`src/rtl/spi_reg_access_pkg.sv`:
```
// -----------------------------------------------------------------------------
// spi_reg_access_pkg
// Shared definitions for the SPI register-access front end:
//   - FSM state encodings (plain localparams so older tools can consume them)
//   - frame length and field offset helpers, reused by whoever instantiates
//     the SPI master next to this block to size its length port.
// -----------------------------------------------------------------------------
package spi_reg_access_pkg;

    typedef logic [2:0] state_t;

    localparam state_t ST_IDLE     = 3'd0;
    localparam state_t ST_ISSUE    = 3'd1;
    localparam state_t ST_WAIT_RSP = 3'd2;
    localparam state_t ST_RESPOND  = 3'd3;
    localparam state_t ST_DRAIN    = 3'd4;

    // Number of bits that carry information in one frame: {rw, addr, data}.
    function automatic int frame_len(input int addr_width, input int data_width);
        return 1 + addr_width + data_width;
    endfunction

    // The frame is left-justified in the master word, so the rw bit is the
    // word MSB and the fields follow downwards; the low bits are padding.
    function automatic int rw_pos(input int max_len);
        return max_len - 1;
    endfunction

    function automatic int addr_lsb(input int addr_width, input int max_len);
        return max_len - 1 - addr_width;
    endfunction

    function automatic int data_lsb(input int addr_width, input int data_width,
                                    input int max_len);
        return max_len - 1 - addr_width - data_width;
    endfunction

endpackage

```
`src/rtl/spi_reg_access.sv`:
```
// -----------------------------------------------------------------------------
// spi_reg_access
// Packs single register read/write requests into one SPI frame {rw, addr,
// data} for the quick_spi master, collects the master's read word and returns
// one response per request. A response timeout guarantees forward progress;
// after a timeout the late master word is drained and discarded.
//
// Ports
//   clk_i, rst_ni            clock, synchronous active-low reset
//   req_*                    request channel (valid/ready, read, addr, wdata)
//   rsp_*                    response channel (valid/ready, rdata, read, err)
//   busy_o                   high whenever the FSM is not idle
//   spi_wrdata_*             frame word handshake towards the master
//   spi_rddata_*             received word handshake from the master
//
// state     | meaning
// ----------+----------------------------------------------------------------
// IDLE      | ready for a request
// ISSUE     | frame offered to the master, waiting for wrdata handshake
// WAIT_RSP  | waiting for the master's received word, timeout running
// RESPOND   | response held until the requester consumes it
// DRAIN     | timed out earlier; swallow the master's late word
// -----------------------------------------------------------------------------
module spi_reg_access
    import spi_reg_access_pkg::*;
#(
    parameter int ADDR_WIDTH      = 6,
    parameter int DATA_WIDTH      = 8,
    parameter int MAX_DATA_LENGTH = 16,
    parameter bit READ_BIT_VALUE  = 1'b1,
    parameter int TIMEOUT_CYCLES  = 4096
) (
    input  logic                               clk_i,
    input  logic                               rst_ni,

    input  logic                               req_valid_i,
    output logic                               req_ready_o,
    input  logic                               req_read_i,
    input  logic [ADDR_WIDTH-1:0]              req_addr_i,
    input  logic [DATA_WIDTH-1:0]              req_wdata_i,

    output logic                               rsp_valid_o,
    input  logic                               rsp_ready_i,
    output logic [DATA_WIDTH-1:0]              rsp_rdata_o,
    output logic                               rsp_read_o,
    output logic                               rsp_err_o,

    output logic                               busy_o,

    output logic                               spi_wrdata_valid_o,
    input  logic                               spi_wrdata_ready_i,
    output logic [$clog2(MAX_DATA_LENGTH)-1:0] spi_wrdata_len_o,
    output logic [MAX_DATA_LENGTH-1:0]         spi_wrdata_o,
    input  logic                               spi_rddata_valid_i,
    output logic                               spi_rddata_ready_o,
    input  logic [MAX_DATA_LENGTH-1:0]         spi_rddata_i
);

    localparam int LEN_W     = $clog2(MAX_DATA_LENGTH);
    localparam int FRAME_LEN = frame_len(ADDR_WIDTH, DATA_WIDTH);
    localparam int RW_POS    = rw_pos(MAX_DATA_LENGTH);
    localparam int ADDR_LSB  = addr_lsb(ADDR_WIDTH, MAX_DATA_LENGTH);
    localparam int DATA_LSB  = data_lsb(ADDR_WIDTH, DATA_WIDTH, MAX_DATA_LENGTH);

    localparam logic [LEN_W-1:0] FRAME_LEN_W = LEN_W'(FRAME_LEN);

    // A zero timeout disables the check; keep the counter at least one bit
    // wide so the datapath stays well-formed in that case.
    localparam int CNT_W = (TIMEOUT_CYCLES > 0) ? $clog2(TIMEOUT_CYCLES + 1) : 1;
    localparam logic [CNT_W-1:0] CNT_LAST = CNT_W'((TIMEOUT_CYCLES > 0) ? TIMEOUT_CYCLES - 1 : 0);
    localparam logic [CNT_W-1:0] CNT_MAX  = '1;

    // The frame must fit strictly inside the master word.
    if (!(FRAME_LEN < MAX_DATA_LENGTH)) begin : g_frame_too_long
        $error("spi_reg_access: 1+ADDR_WIDTH+DATA_WIDTH must be < MAX_DATA_LENGTH");
    end

    state_t                    state_q,  state_d;
    logic                      read_q,   read_d;
    logic [MAX_DATA_LENGTH-1:0] frame_q, frame_d;
    logic [CNT_W-1:0]          cnt_q,    cnt_d;
    logic [DATA_WIDTH-1:0]     rdata_q,  rdata_d;
    logic                      err_q,    err_d;
    logic                      drain_q,  drain_d;

    always_comb begin
        state_d = state_q;
        read_d  = read_q;
        frame_d = frame_q;
        cnt_d   = cnt_q;
        rdata_d = rdata_q;
        err_d   = err_q;
        drain_d = drain_q;

        case (state_q)
            ST_IDLE: begin
                if (req_valid_i) begin
                    read_d  = req_read_i;
                    frame_d = '0;
                    frame_d[RW_POS] = req_read_i ? READ_BIT_VALUE : ~READ_BIT_VALUE;
                    frame_d[ADDR_LSB +: ADDR_WIDTH] = req_addr_i;
                    frame_d[DATA_LSB +: DATA_WIDTH] = req_read_i ? '0 : req_wdata_i;
                    state_d = ST_ISSUE;
                end
            end
            ST_ISSUE: begin
                if (spi_wrdata_ready_i) begin
                    cnt_d   = '0;
                    state_d = ST_WAIT_RSP;
                end
            end
            ST_WAIT_RSP: begin
                // Real data beats a coincident timeout.
                if (spi_rddata_valid_i) begin
                    rdata_d = read_q ? spi_rddata_i[DATA_WIDTH-1:0] : '0;
                    err_d   = 1'b0;
                    state_d = ST_RESPOND;
                end else if (TIMEOUT_CYCLES != 0 && cnt_q == CNT_LAST) begin
                    rdata_d = '0;
                    err_d   = 1'b1;
                    drain_d = 1'b1;
                    state_d = ST_RESPOND;
                end else if (cnt_q != CNT_MAX) begin
                    cnt_d = cnt_q + 1'b1;
                end
            end
            ST_RESPOND: begin
                if (rsp_ready_i) begin
                    state_d = drain_q ? ST_DRAIN : ST_IDLE;
                end
            end
            ST_DRAIN: begin
                if (spi_rddata_valid_i) begin
                    drain_d = 1'b0;
                    state_d = ST_IDLE;
                end
            end
            default: begin
                state_d = ST_IDLE;
            end
        endcase
    end

    always_ff @(posedge clk_i) begin
        if (!rst_ni) begin
            state_q <= ST_IDLE;
            read_q  <= 1'b0;
            frame_q <= '0;
            cnt_q   <= '0;
            rdata_q <= '0;
            err_q   <= 1'b0;
            drain_q <= 1'b0;
        end else begin
            state_q <= state_d;
            read_q  <= read_d;
            frame_q <= frame_d;
            cnt_q   <= cnt_d;
            rdata_q <= rdata_d;
            err_q   <= err_d;
            drain_q <= drain_d;
        end
    end

    assign req_ready_o        = (state_q == ST_IDLE);
    assign busy_o             = (state_q != ST_IDLE);
    assign spi_wrdata_valid_o = (state_q == ST_ISSUE);
    assign spi_wrdata_len_o   = FRAME_LEN_W;
    assign spi_wrdata_o       = frame_q;
    assign spi_rddata_ready_o = (state_q == ST_WAIT_RSP) || (state_q == ST_DRAIN);
    assign rsp_valid_o        = (state_q == ST_RESPOND);
    assign rsp_rdata_o        = rdata_q;
    assign rsp_read_o         = read_q;
    assign rsp_err_o          = err_q;

    // Only the low DATA_WIDTH bits of the received word carry read data.
    logic unused_rddata_hi;
    assign unused_rddata_hi = ^spi_rddata_i[MAX_DATA_LENGTH-1:DATA_WIDTH];

endmodule

```
`config.mk`:
```
export PLATFORM = sky130hd
export DESIGN_NAME = spi_reg_access
export DESIGN_NICKNAME = d
export VERILOG_FILES = /design/src/rtl/spi_reg_access_pkg.sv /design/src/rtl/spi_reg_access.sv
export SDC_FILE = /design/constraint.sdc
export NUM_CORES = 1
export LEC_CHECK = 0
export CORE_MARGIN = 3
export CORE_UTILIZATION = 45
export CTS_BUF_LIST = sky130_fd_sc_hd__clkbuf_4 sky130_fd_sc_hd__clkbuf_8
export CTS_CLUSTER_SIZE = 20
export DETAILED_ROUTE_END_ITERATION = 16
export GPL_TIMING_DRIVEN = 0
export PLACE_DENSITY = 0.8
export SLEW_MARGIN = 10
export SYNTH_ARGS = -nofsm -noshare
export SYNTH_HDL_FRONTEND = slang
export SYNTH_SLANG_ARGS = --single-unit
```
`constraint.sdc`:
```
create_clock -name clk_i -period 6.45 [get_ports clk_i]
set_clock_uncertainty 0.1 [all_clocks]
set_input_delay 1.29 -clock clk_i [delete_from_list [all_inputs] [get_ports clk_i]]
set_output_delay 1.29 -clock clk_i [all_outputs]
set_load 0.02 [all_outputs]
```
==> run summary, run 1 <==
Remaining Overflow, GRT = 0
Mean Syn Cell Area = 8.38 um2
Layout Cells excl Fill = 364
CTS resizes = 0
WHS = 0.351 ns
HPWL after detailed placement = 3850 um
max-slew violation count = 0
post-DR vias/cell = 5.65
Synth Register Bits = 41
Iteration-0 DRC Markers = 150
most frequent cells in the layout = clkdlybuf4s50_1 (58), dfxtp_1 (41), a21oi_1 (39)
PwrDens = 229 nW/um2
highest clock rate = 0.277 GHz
CTS tree = built
final setup vio count = 0
largest net degree at the start of global routing = 14
crit start category = flip-flop
Slew HR = 0.299
final hold violation count = 0
Placer Congestion = 0.946
Main synth FF type = dfxtp_1
first-pass GRT wire length = 8560 um
Peak VDD IR = 0.161 mV
DRC = 0
Port Buffers = 58
slowest cell on the critical path = clkdlybuf4s50_1
mapped cell area = 2050 um2
Via Count = 2056
Total Wirelength = 5320 um
Max Cap Viol = 0
die area = 5410 um2
DR WL/cell = 14.6 um
most common cell after layout, fill and taps aside = clkdlybuf4s50_1
met3 Use GR = 0.0643
ys async rst share = 0
post-layout util = 0.673
Die Ht = 73.5 um
layout net count = 351
crit-path max cell delay = 0.63 ns
register area share after synthesis = 0.400
crit path cell chain = buf_6 > or3b_1 > buf_6 > clkbuf_1 > o21ai_0 > clkdlybuf4s50_1
Most Crowded Layer GR = met2
row count = 23
vias in the first global route = 1806
setup_tns = 0 ns
met2 usage = 0.324
GRT Total Usage = 0.201
core area = 4200 um2
RSZ-0062 raised after global routing = no
most used cell, CP = buf_6
CP Data Arrival Time = 2.22 ns
met1 usage = 0.260
setup bufs post-CTS = 0
number of H-tree levels = 2
root buffer cell = clkbuf_8
Starting Density = 0.488
CTS buffer count = 5
status = completed
post-synthesis cell type count = 55
Tmin final = 3.61 ns
WS Path Type = reg -> out
Routed Antenna Nets = 0
clk sink count = 41
CTS Hold Buffers Added = 0
period utilisation layout = 0.559
Mapped Cells = 245
leakage power = 1.01 nW
share of cells above drive strength 1 = 0.0924
n_diodes = 0
Req. time, crit path = 5.06 ns
first drt pass iteration count = 4
post-placement cell count = 356
clk slew on worst S/H paths = 0.08 ns
Worst Max-Slew Pin Slew = 1.04 ns
delay-heaviest family, CP = buffers and inverters
Hold Crit Class = reg -> reg
Area Growth Syn to Fin = 37.7%
Post-synth EDFFs = 0
io pins = 72
Die W = 73.5 um
Setup crit end kind = output port
Synth warnings = 0
later-pin clock latency in the skew report = 0.29 ns
Clock Path Buffers = 2
initial antenna violation count = 0
Crit path buffers/inverters = 4
crit-path max FO = 10
worst paths after layout:
kind,start,to,slack [ns],depth (start not counted)
worst min-delay path,spi_wrdata_o[3]$_SDFFE_PN0P_,spi_wrdata_o[3]$_SDFFE_PN0P_,0.35,2
worst max register to register,cnt_q[0]$_SDFFE_PN0P_,cnt_q[8]$_SDFFE_PN0P_,3.95,5
worst min register to register,spi_wrdata_o[3]$_SDFFE_PN0P_,spi_wrdata_o[3]$_SDFFE_PN0P_,0.35,2
worst max-delay path,state_q[0]$_SDFFE_PN0P_,spi_rddata_ready_o,2.84,6
worst register-to-register path, stage by stage (launching register included):
cell and delay (ns):
dfxtp_1 0.41, ha_1 0.25, nand3_2 0.21, o41ai_1 1.00, nor2b_1 0.15, o221a_1 0.28
metal layers:
layer | vias to the layer above | share of wire
li1 | 1028 | -
met1 | 941 | 0.44
met2 | 82 | 0.46
met3 | 5 | 0.090
met4 | 0 | 0.0087
met5 | - | 0
per-stage QoR:
stage,area (um2),total power [W],worst slack [ns]
finish,2830,0.000648,2.84
global route,2830,0.000676,2.73
CTS,2830,0.000653,2.83
detailed placement,2710,0.000437,3.07
global placement,2710,0.000435,3.13
floorplan,2060,0.000369,3.72
synth_stat cells (all sizes together), types with 2 or more instances:
master  number  share of area
o21a         3          0.011
conb         2         0.0037
buf         11          0.040
nor4         3          0.016
or4          4          0.015
nand4        5          0.018
o21ai        8          0.021
a21o         2         0.0073
and3         4          0.012
nor4b        2          0.016
and2         2         0.0061
nand3        4          0.012
inv          4         0.0073
clkbuf      12          0.023
nand2b       2         0.0061
nor3         5          0.012
nand3b       9          0.033
o221a        4          0.022
nor2         8          0.015
or2          2         0.0061
a21oi       39          0.095
a211oi      11          0.040
dfxtp       41           0.40
nand2       34          0.062
o31ai        3          0.011
or3b         3          0.013
power breakdown:
group	leakage [nW]	total (W)	internal, W	switching, W
logic	0.618	0.000163	0.0000731	0.0000898
clock network	0.0574	0.000215	0.000126	0.0000893
registers	0.332	0.000270	0.000263	0.00000629
total	1.01	0.000648	0.000462	0.000185
flip-flops by register name, indices dropped and copies added (netlist names):
| signal | count |
|---|---|
| spi_wrdata_o | 15 |
| rsp_rdata_o | 8 |
| rsp_err_o | 1 |
| state_q | 3 |
| drain_q | 1 |
| cnt_q | 13 |
final cells by class:
cell class | count | area, um2
fillers | 367 | 1380
multi-input cells | 180 | 1100
flip-flops and latches | 41 | 821
repair buffers | 58 | 581
plain buffers | 23 | 129
clock buffers | 6 | 82.6
well taps | 50 | 62.6
clock inverters | 2 | 37.5
inverters | 4 | 15.0
logic make-up (layout without fill, tap and decap cells):
logic type	count (synthesis)	count (layout)	share of synthesized area
compound gates	80	80	0.249
fa+ha+maj	1	1	0.00610
buf+inv	27	93	0.0701
flops	41	41	0.400
mux	1	1	0.00488
other cells	2	5	0.00366
simple gates	93	93	0.266
No activity file was read; power rests on OpenSTA's default activity.
==> run 2, diff against run 1 <==
==> constraint.sdc (replaced) <==
create_clock -name clk_i -period 3.7 [get_ports clk_i]
set_clock_uncertainty 0.1 [all_clocks]
set_input_delay 0.74 -clock clk_i [delete_from_list [all_inputs] [get_ports clk_i]]
set_output_delay 0.74 -clock clk_i [all_outputs]
set_load 0.02 [all_outputs]
==> results of run 2 <==
The final DEF is identical to that of run 1. Status: completed.
Main changes from that run: setup slack after placement 3.07 ns -> 0.874 ns; setup slack after layout 2.84 ns -> 0.643 ns; register-to-register setup slack 3.95 ns -> 1.20 ns; total power 0.000648 W -> 0.00113 W; worst IR drop on VDD 0.161 mV -> 0.281 mV
==> run 3, diff against run 2 <==
--- a/config.mk
+++ b/config.mk
@@ -6,12 +6,12 @@
 export NUM_CORES = 1
 export LEC_CHECK = 0
 export CORE_MARGIN = 3
-export CORE_UTILIZATION = 45
+export CORE_UTILIZATION = 42
 export CTS_BUF_LIST = sky130_fd_sc_hd__clkbuf_4 sky130_fd_sc_hd__clkbuf_8
 export CTS_CLUSTER_SIZE = 20
 export DETAILED_ROUTE_END_ITERATION = 16
 export GPL_TIMING_DRIVEN = 0
-export PLACE_DENSITY = 0.8
+export PLACE_DENSITY = 0.78
 export SLEW_MARGIN = 10
 export SYNTH_ARGS = -nofsm -noshare
 export SYNTH_HDL_FRONTEND = slang
==> constraint.sdc (replaced) <==
create_clock -name clk_i -period 2.8 [get_ports clk_i]
set_clock_uncertainty 0.1 [all_clocks]
set_input_delay 0.56 -clock clk_i [delete_from_list [all_inputs] [get_ports clk_i]]
set_output_delay 0.56 -clock clk_i [all_outputs]
set_load 0.02 [all_outputs]
==> run 3 against run 2 <==
  * Clock power grew 34%
  * Register-to-register slack lost 0.92 ns
  * Setup slack lost 0.47 ns
  * Critical path type unchanged
  * Highest routed layer unchanged
  * Routed wire length shrank 2.1%
  * Global-route usage shrank 1.2 points
  * Sequential power grew 32%
  * Flip-flop and latch count is the same
  * Core utilization shrank 4.6 points
  * Largest power group unchanged
  * Hold slack gained 0.0041 ns
==> run summary, run 3 (synthesis gave the netlist of run 1 again) <==
worst setup path endpoint = spi_rddata_ready_o
most used cell, CP = buf_6
post-DR vias/cell = 5.42
Remaining Overflow, GRT = 0
CTS resizes = 1
vias in the first global route = 1828
CP Data Arrival Time = 1.97 ns
Total Wirelength = 5210 um
Tmin final = 2.63 ns
clk sink count = 41
Max Cap Viol = 0
Worst Max-Slew Pin Slew = 1.11 ns
crit-path max FO = 10
DRC = 0
clk slew on worst S/H paths = 0.08 ns
root buffer cell = clkbuf_8
share of cells above drive strength 1 = 0.0924
later-pin clock latency in the skew report = 0.30 ns
Layout Cells excl Fill = 379
Setup crit end kind = output port
flop-to-flop setup slack = 0.28 ns
internal cell power = 0.00106 W
CTS buffer count = 5
Routed Antenna Nets = 0
HPWL after detailed placement = 3840 um
status = completed
Net Sw Frac = 0.288
PwrDens = 526 nW/um2
io pins = 72
Clock Path Buffers = 2
crit path cell chain = buf_6 > or3b_1 > buf_6 > clkbuf_1 > o21ai_0 > dlygate4sd2_1
initial antenna violation count = 0
CTS Hold Buffers Added = 0
Crit. Startpoint = state_q[0]$_SDFFE_PN0P_
Die Ht = 75.9 um
Clk network pwr share = 0.337
Largest register FFs = 15
RSZ-0062 raised after global routing = no
CTS tree = built
Port Buffers = 58
layout net count = 351
Req. time, crit path = 2.14 ns
Die W = 75.9 um
Comb pwr share = 0.247
worst r2r src = cnt_q[0]$_SDFFE_PN0P_
R2R Path End = cnt_q[8]$_SDFFE_PN0P_
most common cell after layout, fill and taps aside = clkdlybuf4s50_1
Hold Crit Class = reg -> reg
most frequent cells in the layout = clkdlybuf4s50_1 (57), dfxtp_1 (41), a21oi_1 (39)
Reg2Reg Depth = 5
GRT Total Usage = 0.189
max-slew violation count = 0
leakage power = 1.01 nW
first-pass GRT wire length = 8360 um
Peak VDD IR = 0.315 mV
final hold violation count = 0
row count = 24
Via Count = 2054
die area = 5760 um2
P_sw = 0.000431 W
largest net degree at the start of global routing = 14
WHS = 0.355 ns
slowest cell on the critical path = or3b_1
number of H-tree levels = 2
final setup vio count = 0
setup bufs post-CTS = 0
crit start category = flip-flop
post-placement cell count = 371
Area Growth Syn to Fin = 38.6%
period utilisation layout = 0.938
n_diodes = 0
WS Path Type = reg -> out
Slew HR = 0.250
Hold Crit Start = spi_wrdata_o[9]$_SDFFE_PN0P_
DR WL/cell = 13.7 um
core area = 4530 um2
first drt pass iteration count = 4
highest clock rate = 0.381 GHz
crit-path max cell delay = 0.36 ns
Reg power frac = 0.416
Iteration-0 DRC Markers = 143
Placer Congestion = 0.869
Starting Density = 0.453
setup_tns = 0 ns
==> run 3: worst max-delay path, delay by kind of cell, from the launching register on <==
| kind | cells | cell delay, ns |
|---|---|---|
| buffers and inverters | 4 | 0.86 |
| DFF | 1 | 0.32 |
| AOI/OAI and AO/OA | 1 | 0.13 |
| and+or+nand+nor | 1 | 0.36 |
==> run 3: layer usage <==
metal | part of all wire | GRT usage
met1 | 0.45 | 0.237
met2 | 0.45 | 0.302
met5 | 0 | 0
met3 | 0.090 | 0.0673
met4 | 0.014 | 0.0602
==> run 3: worst min path at each step <==
stage | slack (ns) | endpoint | cells past startpoint
after floorplan | 0.36 | cnt_q[12]$_SDFFE_PN0P_ | 2
after global placement | 0.34 | spi_wrdata_o[1]$_SDFFE_PN0P_ | 2
after detailed placement | 0.34 | spi_wrdata_o[1]$_SDFFE_PN0P_ | 2
after CTS | 0.35 | spi_wrdata_o[1]$_SDFFE_PN0P_ | 2
after global routing | 0.37 | spi_wrdata_o[12]$_SDFFE_PN0P_ | 2
final | 0.36 | spi_wrdata_o[9]$_SDFFE_PN0P_ | 2
==> run 3: metrics by stage <==
stage	util	setup slack, ns	total power [W]	cell area, um2
global route	0.627	0.0413	0.00156	2840
detailed placement	0.601	0.169	0.00100	2730
finish	0.627	0.173	0.00150	2840
CTS	0.627	0.156	0.00150	2840
floorplan	-	0.783	0.000850	2060
global placement	0.601	0.205	0.00100	2730
==> run 3: layout make-up <==
class	instances	area, um2
Buffer	23	129
Clock buffer	6	82.6
Clock inverter	2	37.5
Fill cell	406	1690
Inverter	4	15.0
Multi-Input combinational cell	180	1100
Sequential cell	41	821
Tap cell	65	81.3
Timing Repair Buffer	58	579
==> run 3: power by group through the flow <==
stage          registers, W  clock network, W  logic, W
3_3_place_gp       0.000634                 0  0.000367
2_1_floorplan      0.000655                 0  0.000195
4_1_cts            0.000622          0.000509  0.000372
6_report           0.000622          0.000504  0.000369
3_5_place_dp       0.000635                 0  0.000369
5_1_grt            0.000625          0.000528  0.000402
